**src/rtl/scope_pkg.sv**
```systemverilog
// Shared definitions for the scope capture path.
// Holds the capture FSM encoding and trigger edge select codes.
package scope_pkg;

  localparam logic [2:0] ST_IDLE  = 3'd0;
  localparam logic [2:0] ST_FLUSH = 3'd1;
  localparam logic [2:0] ST_PRE   = 3'd2;
  localparam logic [2:0] ST_ARMED = 3'd3;
  localparam logic [2:0] ST_POST  = 3'd4;
  localparam logic [2:0] ST_DONE  = 3'd5;

  localparam logic EDGE_RISE = 1'b0;
  localparam logic EDGE_FALL = 1'b1;

endpackage

```
**src/rtl/adc_clk_gen.sv**
```systemverilog
// ADC conversion clock divider and sample strobe generator.
// Ports: clk/rst, en (run), clr (restart at 0), adc_clk, strobe.
module adc_clk_gen #(
  parameter int CLK_DIV = 4
) (
  input  logic clk,
  input  logic rst,
  input  logic en,
  input  logic clr,
  output logic adc_clk,
  output logic strobe
);

  localparam int CW = $clog2(CLK_DIV);

  logic [CW-1:0] div_cnt_q;
  logic [CW-1:0] div_cnt_d;
  logic          last;

  assign last = (div_cnt_q == CW'(CLK_DIV - 1));

  always_comb begin
    div_cnt_d = div_cnt_q;
    if (clr || !en) begin
      div_cnt_d = '0;
    end else if (last) begin
      div_cnt_d = '0;
    end else begin
      div_cnt_d = div_cnt_q + CW'(1);
    end
  end

  always_ff @(posedge clk or posedge rst) begin
    if (rst) begin
      div_cnt_q <= '0;
    end else begin
      div_cnt_q <= div_cnt_d;
    end
  end

  // Held low while idle so the ADC sees a quiet clock pin.
  assign adc_clk = en && (div_cnt_q < CW'(CLK_DIV / 2));
  assign strobe  = en && last;

endmodule

```
**src/rtl/adc_capture_ctrl.sv**
```systemverilog
// ADC capture sequencer: flush, pre-trigger, trigger, post-trigger.
// Ports: CLK/RST, ADC pins, ARM/FORCE_TRIG/trigger setup, status, RAM write port.
module adc_capture_ctrl
  import scope_pkg::*;
#(
  parameter int CLK_DIV   = 4,
  parameter int ADDR_W    = 10,
  parameter int PRE_DEPTH = 256,
  parameter int ADC_LAT   = 5
) (
  input  logic              CLK,
  input  logic              RST,
  input  logic [7:0]        ADC_D,
  output logic              ADC_CLK,
  output logic              ADC_nOE,
  input  logic              ARM,
  input  logic              FORCE_TRIG,
  input  logic [7:0]        TRIG_LEVEL,
  input  logic              TRIG_EDGE,
  output logic              BUSY,
  output logic              DONE,
  output logic [ADDR_W-1:0] TRIG_ADDR,
  output logic              WR_EN,
  output logic [ADDR_W-1:0] WR_ADDR,
  output logic [7:0]        WR_DATA
);

  localparam int DEPTH  = 1 << ADDR_W;
  localparam int CMAX   = (ADC_LAT > DEPTH) ? ADC_LAT : DEPTH;
  localparam int CNT_W  = $clog2(CMAX + 1);
  localparam int POST_W = DEPTH - PRE_DEPTH;

  logic [2:0]        state_q, state_d;
  logic [CNT_W-1:0]  cnt_q, cnt_d;
  logic [ADDR_W-1:0] wr_addr_q, wr_addr_d;
  logic [ADDR_W-1:0] trig_addr_q, trig_addr_d;
  logic [7:0]        cur_q, cur_d;
  logic              wr_en_q, wr_en_d;
  logic              force_q, force_d;
  logic              clr;
  logic              strobe;
  logic              rise_hit, fall_hit, trig_hit;
  logic [2:0]        arm_next;

  adc_clk_gen #(
    .CLK_DIV(CLK_DIV)
  ) u_clk_gen (
    .clk    (CLK),
    .rst    (RST),
    .en     (state_q != ST_IDLE),
    .clr    (clr),
    .adc_clk(ADC_CLK),
    .strobe (strobe)
  );

  // cur_q still holds the last written sample when the new one arrives.
  assign rise_hit = (cur_q < TRIG_LEVEL) && (ADC_D >= TRIG_LEVEL);
  assign fall_hit = (cur_q >= TRIG_LEVEL) && (ADC_D < TRIG_LEVEL);
  assign trig_hit = force_q ||
                    ((TRIG_EDGE == EDGE_RISE) ? rise_hit : fall_hit);
  assign arm_next = (ADC_LAT == 0) ? ST_PRE : ST_FLUSH;

  always_comb begin
    state_d     = state_q;
    cnt_d       = cnt_q;
    wr_addr_d   = wr_addr_q;
    trig_addr_d = trig_addr_q;
    cur_d       = cur_q;
    wr_en_d     = 1'b0;
    force_d     = force_q;
    clr         = 1'b0;

    if (wr_en_q) wr_addr_d = wr_addr_q + ADDR_W'(1);
    if (strobe)  cur_d = ADC_D;

    unique case (state_q)
      ST_IDLE, ST_DONE: begin
        if (ARM) begin
          state_d   = arm_next;
          cnt_d     = '0;
          wr_addr_d = '0;
          force_d   = 1'b0;
          clr       = 1'b1;
        end
      end
      ST_FLUSH: begin
        if (strobe) begin
          if (cnt_q == CNT_W'(ADC_LAT - 1)) begin
            state_d = ST_PRE;
            cnt_d   = '0;
          end else begin
            cnt_d = cnt_q + CNT_W'(1);
          end
        end
      end
      ST_PRE: begin
        if (strobe) begin
          wr_en_d = 1'b1;
          if (cnt_q == CNT_W'(PRE_DEPTH - 1)) begin
            state_d = ST_ARMED;
            cnt_d   = '0;
          end else begin
            cnt_d = cnt_q + CNT_W'(1);
          end
        end
      end
      ST_ARMED: begin
        if (FORCE_TRIG) force_d = 1'b1;
        if (strobe) begin
          wr_en_d = 1'b1;
          if (trig_hit) begin
            trig_addr_d = wr_addr_q;
            state_d     = ST_POST;
            cnt_d       = '0;
            force_d     = 1'b0;
          end
        end
      end
      ST_POST: begin
        if (strobe) wr_en_d = 1'b1;
        // Counts the trigger write too; DONE follows the last pulse.
        if (wr_en_q) begin
          if (cnt_q == CNT_W'(POST_W - 1)) begin
            state_d = ST_DONE;
          end else begin
            cnt_d = cnt_q + CNT_W'(1);
          end
        end
      end
      default: state_d = ST_IDLE;
    endcase
  end

  always_ff @(posedge CLK or posedge RST) begin
    if (RST) begin
      state_q     <= ST_IDLE;
      cnt_q       <= '0;
      wr_addr_q   <= '0;
      trig_addr_q <= '0;
      cur_q       <= '0;
      wr_en_q     <= 1'b0;
      force_q     <= 1'b0;
    end else begin
      state_q     <= state_d;
      cnt_q       <= cnt_d;
      wr_addr_q   <= wr_addr_d;
      trig_addr_q <= trig_addr_d;
      cur_q       <= cur_d;
      wr_en_q     <= wr_en_d;
      force_q     <= force_d;
    end
  end

  assign ADC_nOE   = (state_q == ST_IDLE);
  assign BUSY      = (state_q != ST_IDLE) && (state_q != ST_DONE);
  assign DONE      = (state_q == ST_DONE);
  assign TRIG_ADDR = trig_addr_q;
  assign WR_EN     = wr_en_q;
  assign WR_ADDR   = wr_addr_q;
  assign WR_DATA   = cur_q;

endmodule

```
**config.mk**
```make
export PLATFORM = sky130hd
export DESIGN_NAME = adc_capture_ctrl
export DESIGN_NICKNAME = d
export VERILOG_FILES = /design/src/rtl/scope_pkg.sv /design/src/rtl/adc_clk_gen.sv /design/src/rtl/adc_capture_ctrl.sv
export SDC_FILE = /design/constraint.sdc
export NUM_CORES = 1
export LEC_CHECK = 0
export BUFFER_PORTS_ARGS = -buffer_cell sky130_fd_sc_hd__buf_2
export CORE_MARGIN = 2
export CORE_UTILIZATION = 35
export DETAILED_ROUTE_END_ITERATION = 7
export GPL_ROUTABILITY_DRIVEN = 0
export MAX_ROUTING_LAYER = met4
export PLACE_DENSITY = 0.67
export SYNTH_ARGS = -nofsm -noshare
export SYNTH_HDL_FRONTEND = slang
export SYNTH_SLANG_ARGS = --single-unit
```
**constraint.sdc**
```tcl
create_clock -name CLK -period 2.4 [get_ports CLK]
set_input_delay 0.24 -clock CLK [delete_from_list [all_inputs] [get_ports CLK]]
set_output_delay 0.24 -clock CLK [all_outputs]
set_load 0.01 [all_outputs]
```
Word-level counts from Yosys, hierarchy flattened. Cells that the tools add are included.

Bits in registers: 46. Input bits: 21. Output and inout port bits: 33. Logic and storage cells: 89.

Add/subtract/negate cells: 3. Order comparisons: 5. Equal/unequal tests: 20. Multiplexer cells: 35. Reduce and logical (&&, ||, !) cells: 18.

Operator list (count): $mux 11 (9); $pmux 11 s5 (1); $mux 10 (3); $mux 3 (9); $ne 2x2->1 const B (10); $ge 8x8->1 (2); $lt 8x8->1 (2); $pmux 3 s5 (1); $add 11x1->11 const B (1); $eq 11x10->1 const B (1); $eq 11x3->1 const B (1); $eq 11x8->1 const B (1); $add 10x1->10 const B (1); $mux 1 (9); $reduce_and 9->1 (1); $reduce_and 8->1 (1); $eq 3x2->1 const B (2); $eq 3x3->1 const B (2); $logic_and 1x1->1 (5); $reduce_bool 5->1 (1); $mux 2 (2); $eq 3x1->1 const B (1); $logic_not 3->1 (1); $ne 3x3->1 const B (1); other kinds (12) (13).

Longest topological paths before layout. Gate-level depths: netlist of the first run.

Depth after elaboration: 7. Mapped depth: 10. Depth with buffers taken out: 8.

Cells and area by module. A second synthesis of the first run with hierarchy kept.

Cells, all modules: 290. Area, all modules: 2791.4 sq um.

Modules (own cells, without submodules): adc_capture_ctrl (instances 1, cells each 282, area an instance 2688.8 sq um, sequential area each 1101.1 sq um); adc_clk_gen (instances 1, cells each 8, area an instance 102.6 sq um, sequential area each 50.0 sq um).

Least setup slack after synthesis of the first run. OpenSTA, ideal clock, no wires.

Path type: register -> register. Start point: reg cur_q[3], in the netlist WR_DATA[3]. End point: reg trig_addr_q[0], in the netlist TRIG_ADDR[0]. Setup time: 0.125 ns. Arrival: 2.297 ns. Slack: -0.023 ns. Stages on the path, launching flop included: 10. Path buffers: 2. Period minus slack after synthesis: 2.423 ns. Path through: dfrtp_1 > ha_1 > nand2_1 > o31ai_1 > a211oi_1 > or3_1 > buf_6 > a211oi_4 > buf_6 > mux2_4.

Cells in the longest elaborated chain, start to end: 5. Elaborated cells on any way between the ends: 7. Those cells by class: order compare (2); mux (1); reduce/logical (4).

Ends and longest elaborated chain: from (decl) (line adc_capture_ctrl.sv:37) `logic [7:0] cur_q, cur_d;`; from (signal assigned) (line adc_capture_ctrl.sv:148) `cur_q <= cur_d;`; $lt 8x8->1 / $ge 8x8->1 (equally long branches) (line adc_capture_ctrl.sv:57, adc_capture_ctrl.sv:58); $logic_and 1x1->1, on equally long branches (line adc_capture_ctrl.sv:57, adc_capture_ctrl.sv:58); $mux 1 (*) (line adc_capture_ctrl.sv:60) `((TRIG_EDGE == EDGE_RISE) ? rise_hit : fall_hit);`; $logic_or 1x1->1 (*) (line adc_capture_ctrl.sv:59) `assign trig_hit = force_q ||`; $reduce_and 3->1 (no source line) (*); to (signal assigned) (line adc_capture_ctrl.sv:147) `trig_addr_q <= trig_addr_d;`; to (decl) (line adc_capture_ctrl.sv:36) `logic [ADDR_W-1:0] trig_addr_q, trig_addr_d;`.

Every way passes the cells marked *; elsewhere a longest branch is shown, timed or not. A chain may end at the register's enable or synchronous reset.

Final worst setup path of the first run.
Start point: reg cur_q[2], in the netlist WR_DATA[2]. End point: reg trig_addr_q[8], in the netlist TRIG_ADDR[8].

Same word-level chain as after synthesis.

==> results of run 1 <==
[cell usage after synthesis, drive strengths merged (3+ instances only)]
| master | number |
|---|---|
| xnor2 | 3 |
| o21ai | 14 |
| a211o | 3 |
| inv | 20 |
| buf | 5 |
| nand3 | 7 |
| or3 | 3 |
| a21oi | 14 |
| dfrtp | 46 |
| nand2 | 15 |
| o22ai | 3 |
| nor3 | 8 |
| a31oi | 3 |
| clkbuf | 6 |
| mux2 | 20 |
| nand2b | 9 |
| a211oi | 9 |
| nor2 | 30 |
| nand4 | 8 |
| and3 | 3 |
| xor2 | 6 |
| ha | 20 |
| nand3b | 4 |
| o31ai | 4 |
| nor2b | 3 |
| nor4 | 4 |
[per-layer routing]
layer  share of wire  vias up  wire length, um
li1                -     1197                -
met3           0.030        4              194
met2            0.49       50             3210
met1            0.47     1153             3050
met5               0        -                0
met4          0.0060        0               39
[per-stage QoR]
step	setup WS, ns	power, mW
after global routing	-0.0320	4.50
after floorplan	-0.0226	2.70
after detailed placement	-0.142	3.35
final	0.0615	4.15
after global placement	-0.0924	3.29
after CTS	0.00289	4.07
[path summary, 6_finish.rpt]
| kind | startpoint | endpoint | slack [ns] |
|---|---|---|---|
| min | RST | WR_ADDR[9] | 0.05 |
| min reg2reg | u_clk_gen.div_cnt_q[0] | u_clk_gen.div_cnt_q[0] | 0.46 |
| min in group CLK | ADC_D[2] | WR_DATA[2] | 0.20 |
| max | WR_DATA[2] | TRIG_ADDR[8] | 0.06 |
| max reg2reg | WR_DATA[2] | TRIG_ADDR[8] | 0.06 |
| max in group asynchronous | RST | WR_DATA[6] | 1.75 |
[area by class of cell]
cell class | instances | area (um^2) | area share
multi-input combinational | 218 | 1660 | 0.467
sequential | 46 | 1150 | 0.324
timing repair buffer | 69 | 398 | 0.112
tap | 105 | 131 | 0.0370
inverter | 20 | 75.1 | 0.0211
clock buffer | 5 | 68.8 | 0.0194
clock inverter | 3 | 68.8 | 0.0194
[cells by family after synthesis]
kind of cell,Yosys count
AOI/OAI and AO/OA,67
xor gates and xnor gates,9
adders and majority gates,20
buffers and inverters,31
DFF,46
muxes,21
and+or+nand+nor,101
[critical path, cell delays in order, from the launching register on]
cell,delay (ns)
dfrtp_1,0.39
ha_1,0.31
nand2_2,0.07
o31ai_2,0.23
a211oi_1,0.10
or3_4,0.39
a211oi_4,0.25
buf_12,0.18
mux2_4,0.31
[state kept, by name, indices dropped and copies added (netlist names)]
register,cells
u_clk_gen.div_cnt_q,2
TRIG_ADDR,10
WR_DATA,8
force_q,1
cnt_q,11
WR_EN,1
state_q,3
WR_ADDR,10
[report_power, final]
group / leakage [nW] / internal, mW / switching, mW
Sequential: 0.603 / 1.03 / 0.313
Combinational: 1.00 / 0.989 / 1.12
Clock: 0.0683 / 0.417 / 0.276
[timing repair]
action / in CTS / in global routing
gates resized for setup: 3 / 9
pin swaps: 1 / 2
hold buffers: 0 / 0
buffers inserted: 0 / 1
setup endpoints to repair: 5 / 19
==> results.yml, run 1 <==
run_status:
  outcome: "complete, no violations"
final_layout:
  finalInstanceArea_um2: 3550
  nets: 401
  antenna_cells: 0
  layout-drive-gt1-share: 0.313
  fin_cells: 466
  area_growth_syn_to_layout_pct: 23.0
  final_common_cell: "buf_2"
  layout_common_cells: "53 x buf_2, 46 x dfrtp_1, 29 x nor2_1"
  utilization: 0.439
  nFillCells: 822
yosys:
  synth.yosys.warnings: 0
  synth_cell_types: 51
  synth_compound_area_frac: 0.169
  synth_flop_cell: "dfrtp_1"
  synth_edf_count: 0
  yosysTopAreaCell: "dfrtp_1"
  synthAdderAreaFrac: 0.0867
  synth-simple-area-share: 0.180
  syn_area_um2: 2890
  seq_area_frac_synth: 0.399
  synth_top_family_by_area: "simple AND/OR/NAND/NOR gates"
  synth_area_leaders: "dfrtp_1 40%, ha_1 8.7%, mux2_2 4.7%"
  avgSynthCellArea_um2: 9.79
  async_reset_ff_frac: 1.00
  yosys.area.top_type_share: 0.399
  ys_ff_latch: 46
  synth_mux_area_frac: 0.0919
  synth_nets: 336
  synth-xor-area-share: 0.0273
  syn_inst: 295
timing:
  min_period_ns: 2.34
  tns_ns: 0
  finalHoldViolCount: 0
  rsz0062_at_grt: "true"
  whs_ns: 0.0482
  drv_slew: 0
  setup_viol: 0
  relSlewSlack: 0.534
  clock_skew_ns: 0.0101
  fmax_ghz: 0.428
  max_slew.worst_pin.slew_ns: 0.698
  finalCritPeriodShare: 0.974
global_routing:
  busiest_layer: "met2"
  antenna_found_initial: 0
  first_global_vias: 2240
  grt_usage: 0.152
  use_met3: 0.0208
  grt_use_met1: 0.211
  grt_pass1_wl_um: 10700
  overflow: 0
  grtUsageMet2: 0.233
  grt_start_max_net_pins: 35
run:
  max_cap_violations: 0
route:
  drt_iter0_drc: 140
  vias: 2404
  drtAntennaViolNets: 0
  drt-pass1-iter-count: 5
  wl_um: 6500
  viasPerCell: 5.16
  drc: 0
  wl_per_cell_um: 13.9
place:
  port_buffers: 53
  placed_cell_area_um2: 3350
  hpwl_um: 4880
  dp.cells: 457
critical_path:
  path_class: "flip-flop to flip-flop"
  end_kind: "flip-flop"
  cp.arrival_ns: 2.52
  required_ns: 2.59
  r2r_cells: 8
  start_kind: "flip-flop"
  path_max_fanout: 12
floorplan:
  die_area_um2: 8990
  io_pins: 54
  die_y_um: 94.8
  die_x_um: 94.8
  floorplan.initialDensity: 0.357
  core-area_um2: 8090
  rows: 33
hold_path:
  hold_path_class: "input port to asynchronous set/reset pin"
power:
  cellPowerDensity_nw_per_um2: 1170
  peakVddDrop_mv: 0.526
  p_leak_nw: 1.67
clock_tree:
  cts-root-buf: "clkbuf_8"
  numCtsBuffers: 5
  path_clk_slew_ns: 0.09
  htreeDepth: 2
  numClockSinks: 46
  cts_tree: "yes"
  cts_max_path_buffers: 2
  clock_latency_ns: 0.30
No activity file was read; power rests on OpenSTA's default activity.
==> run 2, diff against run 1 <==
Settings changed: ABC_AREA from default to 1, CORE_ASPECT_RATIO from default to 2.
==> results.yml, run 2 <==
final_layout:
  area_growth_syn_to_layout_pct: 18.8
  nFillCells: 836
  final_common_cell: "nand2_1"
  top_register: "cnt_q"
  layout-drive-gt1-share: 0.197
  antenna_cells: 0
  utilization: 0.427
  largest_reg_flops: 11
  layout_common_cells: "109 x nand2_1, 53 x buf_2, 48 x inv_1"
  fin_cells: 528
  nets: 472
power:
  p_clk_frac: 0.243
  pwr-share-comb: 0.427
  switchingPower_mw: 1.33
  p_leak_nw: 1.88
  cellPowerDensity_nw_per_um2: 954
  fin_total_pwr_mw: 3.23
  peakVddDrop_mv: 0.615
  p_seq_frac: 0.329
  swShare: 0.411
  p_int_mw: 1.91
critical_path:
  crit_end: "cnt_q[4]"
  end_kind: "flip-flop"
  r2r_cells: 9
  required_ns: 2.58
  crit_start: "cnt_q[0]"
  path_class: "flip-flop to flip-flop"
  r2r_start: "cnt_q[0]"
  r2r_end: "cnt_q[4]"
  crit_chain: "ha_1 -> nand2_1 -> nor3_4 -> nand3_2 -> o21ai_1 -> a21oi_2 -> buf_4 -> nand4_1 -> nand2_1"
  path_max_fanout: 11
  start_kind: "flip-flop"
  critical-path-max-stage-delay_ns: 0.42
  path_common_cell: "nand2_1"
  crit_path_top_delay_cell: "dfrtp_1"
  r2r_slack_ns: 0.40
  cp.arrival_ns: 2.18
timing:
  relSlewSlack: 0.626
  max_slew.worst_pin.slew_ns: 0.558
  worst_slack_ns: 0.403
  setup_viol: 0
  tns_ns: 0
  clock_skew_ns: 0.00506
  drv_slew: 0
  min_period_ns: 2.00
  rsz0062_at_grt: "false"
  finalHoldViolCount: 0
  fmax_ghz: 0.501
  finalCritPeriodShare: 0.832
floorplan:
  rows: 46
  io_pins: 54
  die_area_um2: 8930
  die_x_um: 67.8
  floorplan.initialDensity: 0.359
  die_y_um: 132
  core-area_um2: 7940
clock_tree:
  htreeDepth: 2
  cts-root-buf: "clkbuf_16"
  numClockSinks: 46
  postCtsSetupRepairBufs: 0
  numCtsBuffers: 5
  cts_tree: "yes"
  path_clk_slew_ns: 0.06
  cts_max_path_buffers: 2
  clock_latency_ns: 0.29
yosys:
  synth_nets: 416
  synth_flop_cell: "dfrtp_1"
  synth.yosys.warnings: 0
  synth_area_leaders: "dfrtp_1 40%, nand2_1 14%, ha_1 8.8%"
  ys_ff_latch: 46
  async_reset_ff_frac: 1.00
  synth_common_cells: "109 x nand2_1, 49 x inv_1, 46 x dfrtp_1, 36 x nor2_1, 20 x ha_1"
  yosysTopAreaCell: "dfrtp_1"
  syn_inst: 375
  syn_area_um2: 2850
  yosys.area.top_type_share: 0.404
  avgSynthCellArea_um2: 7.61
  yosysMostFrequentCell: "nand2_1"
  synth_cell_types: 36
  synth_edf_count: 0
  seq_area_frac_synth: 0.404
route:
  wl_um: 6720
  wl_per_cell_um: 12.7
  routed.top_layer: "met4"
  drt-pass1-iter-count: 7
  wl_met2_um: 3920
  met1_length_um: 2370
  vias: 2570
  drc: 0
  drtAntennaViolNets: 0
  viasPerCell: 4.87
  drt_iter0_drc: 105
  wl_met3_um: 254
run_status:
  outcome: "complete, no violations"
global_routing:
  overflow: 0
  grt_pass1_wl_um: 11200
  first_global_vias: 2493
  grt_usage: 0.168
  grt_start_max_net_pins: 27
  antenna_found_initial: 0
place:
  dp.cells: 519
  hpwl_um: 5440
  port_buffers: 53
  dp_slack_ns: 0.403
run:
  max_cap_violations: 0
hold_path:
  hold_path_class: "input port to flip-flop"
[run 2: cell types whose count changed after synthesis, sizes merged, moves of 7 or more]
cell and change:
a211oi -8, inv +32, nand2 +96, mux2 -20, nand4 +12, nand3 +7
nor2 +11, nand2b -9
[run 2: final cells by class]
| cell class | instances | area, um^2 | area share |
|---|---|---|---|
| multi-input cells | 266 | 1440 | 0.425 |
| flip-flops and latches | 46 | 1150 | 0.340 |
| repair buffers | 59 | 313 | 0.0923 |
| inverters | 53 | 199 | 0.0587 |
| clock buffers | 6 | 129 | 0.0380 |
| well taps | 96 | 120 | 0.0354 |
| clock inverters | 2 | 37.5 | 0.0111 |
[run 2: logic make-up after synthesis]
logic type | synth area share
adder cells (fa/ha/maj) | 0.0877
AND/OR/NAND/NOR | 0.321
AO/OA/AOI/OAI | 0.0684
buffers and inverters | 0.0917
flip-flops | 0.404
XOR/XNOR | 0.0276
[run 2: worst min-delay path by stage]
stage                   end  startpoint  cells after the start
2_1_floorplan    WR_DATA[1]    ADC_D[1]                      2
3_3_place_gp   TRIG_ADDR[8]         RST                      2
3_5_place_dp   TRIG_ADDR[8]         RST                      2
4_1_cts          WR_DATA[1]    ADC_D[1]                      3
5_1_grt          WR_DATA[5]    ADC_D[5]                      3
6_report         WR_DATA[1]    ADC_D[1]                      3
[run 2: layer usage]
metal  GRT usage  vias to the layer above
met5           -                        -
met4      0.0700                        0
met3      0.0231                       13
met2       0.312                       62
met1       0.163                     1182
li1            -                     1313
[run 2: repair_timing]
item	CTS	global route
resized for setup	0	0
hold endpoints to repair	20	0
hold buffers	1	0
[run 2: through the flow]
| step | instance area, um^2 | hold WS [ns] |
|---|---|---|
| 2_1_floorplan | 2850 | 0.350 |
| 3_3_place_gp | 3210 | 0.260 |
| 3_5_place_dp | 3210 | 0.271 |
| 4_1_cts | 3390 | 0.165 |
| 5_1_grt | 3390 | 0.175 |
| 6_report | 3390 | 0.167 |
[run 2: power by group through the flow]
| stage | Combinational [mW] | Sequential (mW) | Clock, mW |
|---|---|---|---|
| 4_1_cts | 1.40 | 1.07 | 0.805 |
| 3_3_place_gp | 1.35 | 1.08 | 0 |
| 2_1_floorplan | 1.02 | 1.08 | 0 |
| 3_5_place_dp | 1.39 | 1.08 | 0 |
| 6_report | 1.38 | 1.06 | 0.787 |
| 5_1_grt | 1.56 | 1.09 | 0.834 |
[run 2: worst max-delay path, delay by kind of cell (launching register included)]
family / cells / cell delay, ns
buffers and inverters: 1 / 0.19
DFF: 1 / 0.42
and+or+nand+nor: 5 / 0.75
adders and majority gates: 1 / 0.24
AOI/OAI and AO/OA: 2 / 0.28
==> run 3, diff against run 2 <==
Clock period 2.4 ns to 1.8 ns, I/O delays scaled along.
==> results.yml, run 3 (same netlist as run 2, synthesis figures left out) <==
final_layout:
  layout-drive-gt1-share: 0.325
  nets: 511
  layout_common_cells: "98 x nand2_1, 53 x buf_2, 48 x inv_1"
  top_register: "cnt_q"
  largest_reg_flops: 11
  area_growth_syn_to_layout_pct: 36.9
  finalInstanceArea_um2: 3910
  nFillCells: 782
  antenna_cells: 0
  final_common_cell: "nand2_1"
power:
  swShare: 0.415
  p_seq_frac: 0.273
  p_int_mw: 2.95
  cellPowerDensity_nw_per_um2: 1290
  fin_total_pwr_mw: 5.04
  pwr-share-comb: 0.537
  p_leak_nw: 2.11
  p_clk_frac: 0.190
  switchingPower_mw: 2.09
  peakVddDrop_mv: 0.787
timing:
  finalCritPeriodShare: 1.01
  fmax_ghz: 0.550
  min_period_ns: 1.82
  drv_slew: 0
  rsz0062_at_grt: "true"
  worst_slack_ns: -0.0190
  max_slew.worst_pin.slew_ns: 0.455
  relSlewSlack: 0.697
  setup_viol: 15
  finalHoldViolCount: 0
  clock_skew_ns: 0.00498
route:
  wl_per_cell_um: 13.7
  drtAntennaViolNets: 0
  vias: 2767
  wl_um: 7770
  drt-pass1-iter-count: 4
  drt_iter0_drc: 124
  drc: 0
  viasPerCell: 4.88
global_routing:
  busiest_layer: "met2"
  grt_pass1_wl_um: 12400
  first_global_vias: 2753
  overflow: 0
  grt_usage: 0.187
  antenna_found_initial: 0
  grt_use_met1: 0.183
  use_met3: 0.0240
  grtUsageMet2: 0.343
  grt_start_max_net_pins: 29
clock_tree:
  cts_max_path_buffers: 2
  path_clk_slew_ns: 0.07
  cts-root-buf: "clkbuf_16"
  htreeDepth: 2
  clock_latency_ns: 0.29
  cts_tree: "yes"
  numCtsBuffers: 5
  numClockSinks: 46
floorplan:
  io_pins: 54
  rows: 46
  core-area_um2: 7940
  die_x_um: 67.8
  die_area_um2: 8930
  die_y_um: 132
  floorplan.initialDensity: 0.359
critical_path:
  start_kind: "flip-flop"
  path_class: "flip-flop to flip-flop"
  end_kind: "flip-flop"
  cp.arrival_ns: 2.00
  required_ns: 1.98
  path_max_fanout: 5
place:
  port_buffers: 53
  placed_cell_area_um2: 3470
  hpwl_um: 5620
run:
  max_cap_violations: 0
run_status:
  violations: "negative setup slack"
  outcome: "finished with violations"
hold_path:
  hold_path_class: "input port to flip-flop"
[run 3: final timing paths]
kind / from / to / slack [ns] / cells after the start
min in group asynchronous: RST / force_q / 0.44 / 3
min: ADC_D[1] / WR_DATA[1] / 0.10 / 3
max in group asynchronous: RST / WR_DATA[4] / 0.86 / 4
min reg2reg: u_clk_gen.div_cnt_q[0] / u_clk_gen.div_cnt_q[0] / 0.44 / 1
max: WR_DATA[7] / TRIG_ADDR[8] / -0.02 / 11
max reg2reg: WR_DATA[7] / TRIG_ADDR[8] / -0.02 / 11
[run 3: critical path, cell delays in order, from the launching register on]
cell and delay (ns):
dfrtp_1 0.41, ha_4 0.23, a21oi_2 0.13, o21a_1 0.19, nand2_1 0.06, nor2_1 0.10, nand2_2 0.09, nand3_2 0.09
nand3_4 0.11, buf_6 0.16, nand2_1 0.05, o21ai_1 0.06
[run 3: what timing repair did]
action                     4_1_cts  5_1_grt
hold buffers                     1        0
cloned                           3        1
setup buffers                    2        4
setup endpoints to repair       25       26
gates resized for setup         33       18
pin swaps                       12        7
hold endpoints to repair        18        0
[run 3: through the flow]
step	hold WS [ns]	worst slack (ns)	instances	TNS, ns	util
2_1_floorplan	0.290	0.00634	375	0	-
4_1_cts	0.101	-0.0159	562	-0.0440	0.475
6_report	0.101	-0.0190	567	-0.100	0.492
3_5_place_dp	0.219	-0.113	548	-1.84	0.437
5_1_grt	0.119	-0.145	567	-2.92	0.492
3_3_place_gp	0.206	-0.0697	548	-1.36	0.437
[run 3: cell type report]
class | count | area (um^2) | share of cell area
multi-input cells | 266 | 1610 | 0.412
repair buffers | 98 | 676 | 0.173
well taps | 96 | 120 | 0.0307
inverters | 53 | 199 | 0.0509
flip-flops and latches | 46 | 1150 | 0.295
clock buffers | 5 | 125 | 0.0320
clock inverters | 3 | 25.0 | 0.00641
[run 3: power groups by stage]
stage	clock network [mW]	registers, mW	logic (mW)
global placement	0	1.37	2.27
finish	0.960	1.37	2.71
CTS	0.981	1.36	2.52
detailed placement	0	1.37	2.32
global route	1.02	1.40	3.01
floorplan	0	1.44	1.35
[run 3: per-layer routing]
metal	part of all wire	vias up
met3	0.029	14
met4	0.025	0
met2	0.58	61
li1	-	1389
met5	0	-
met1	0.36	1303
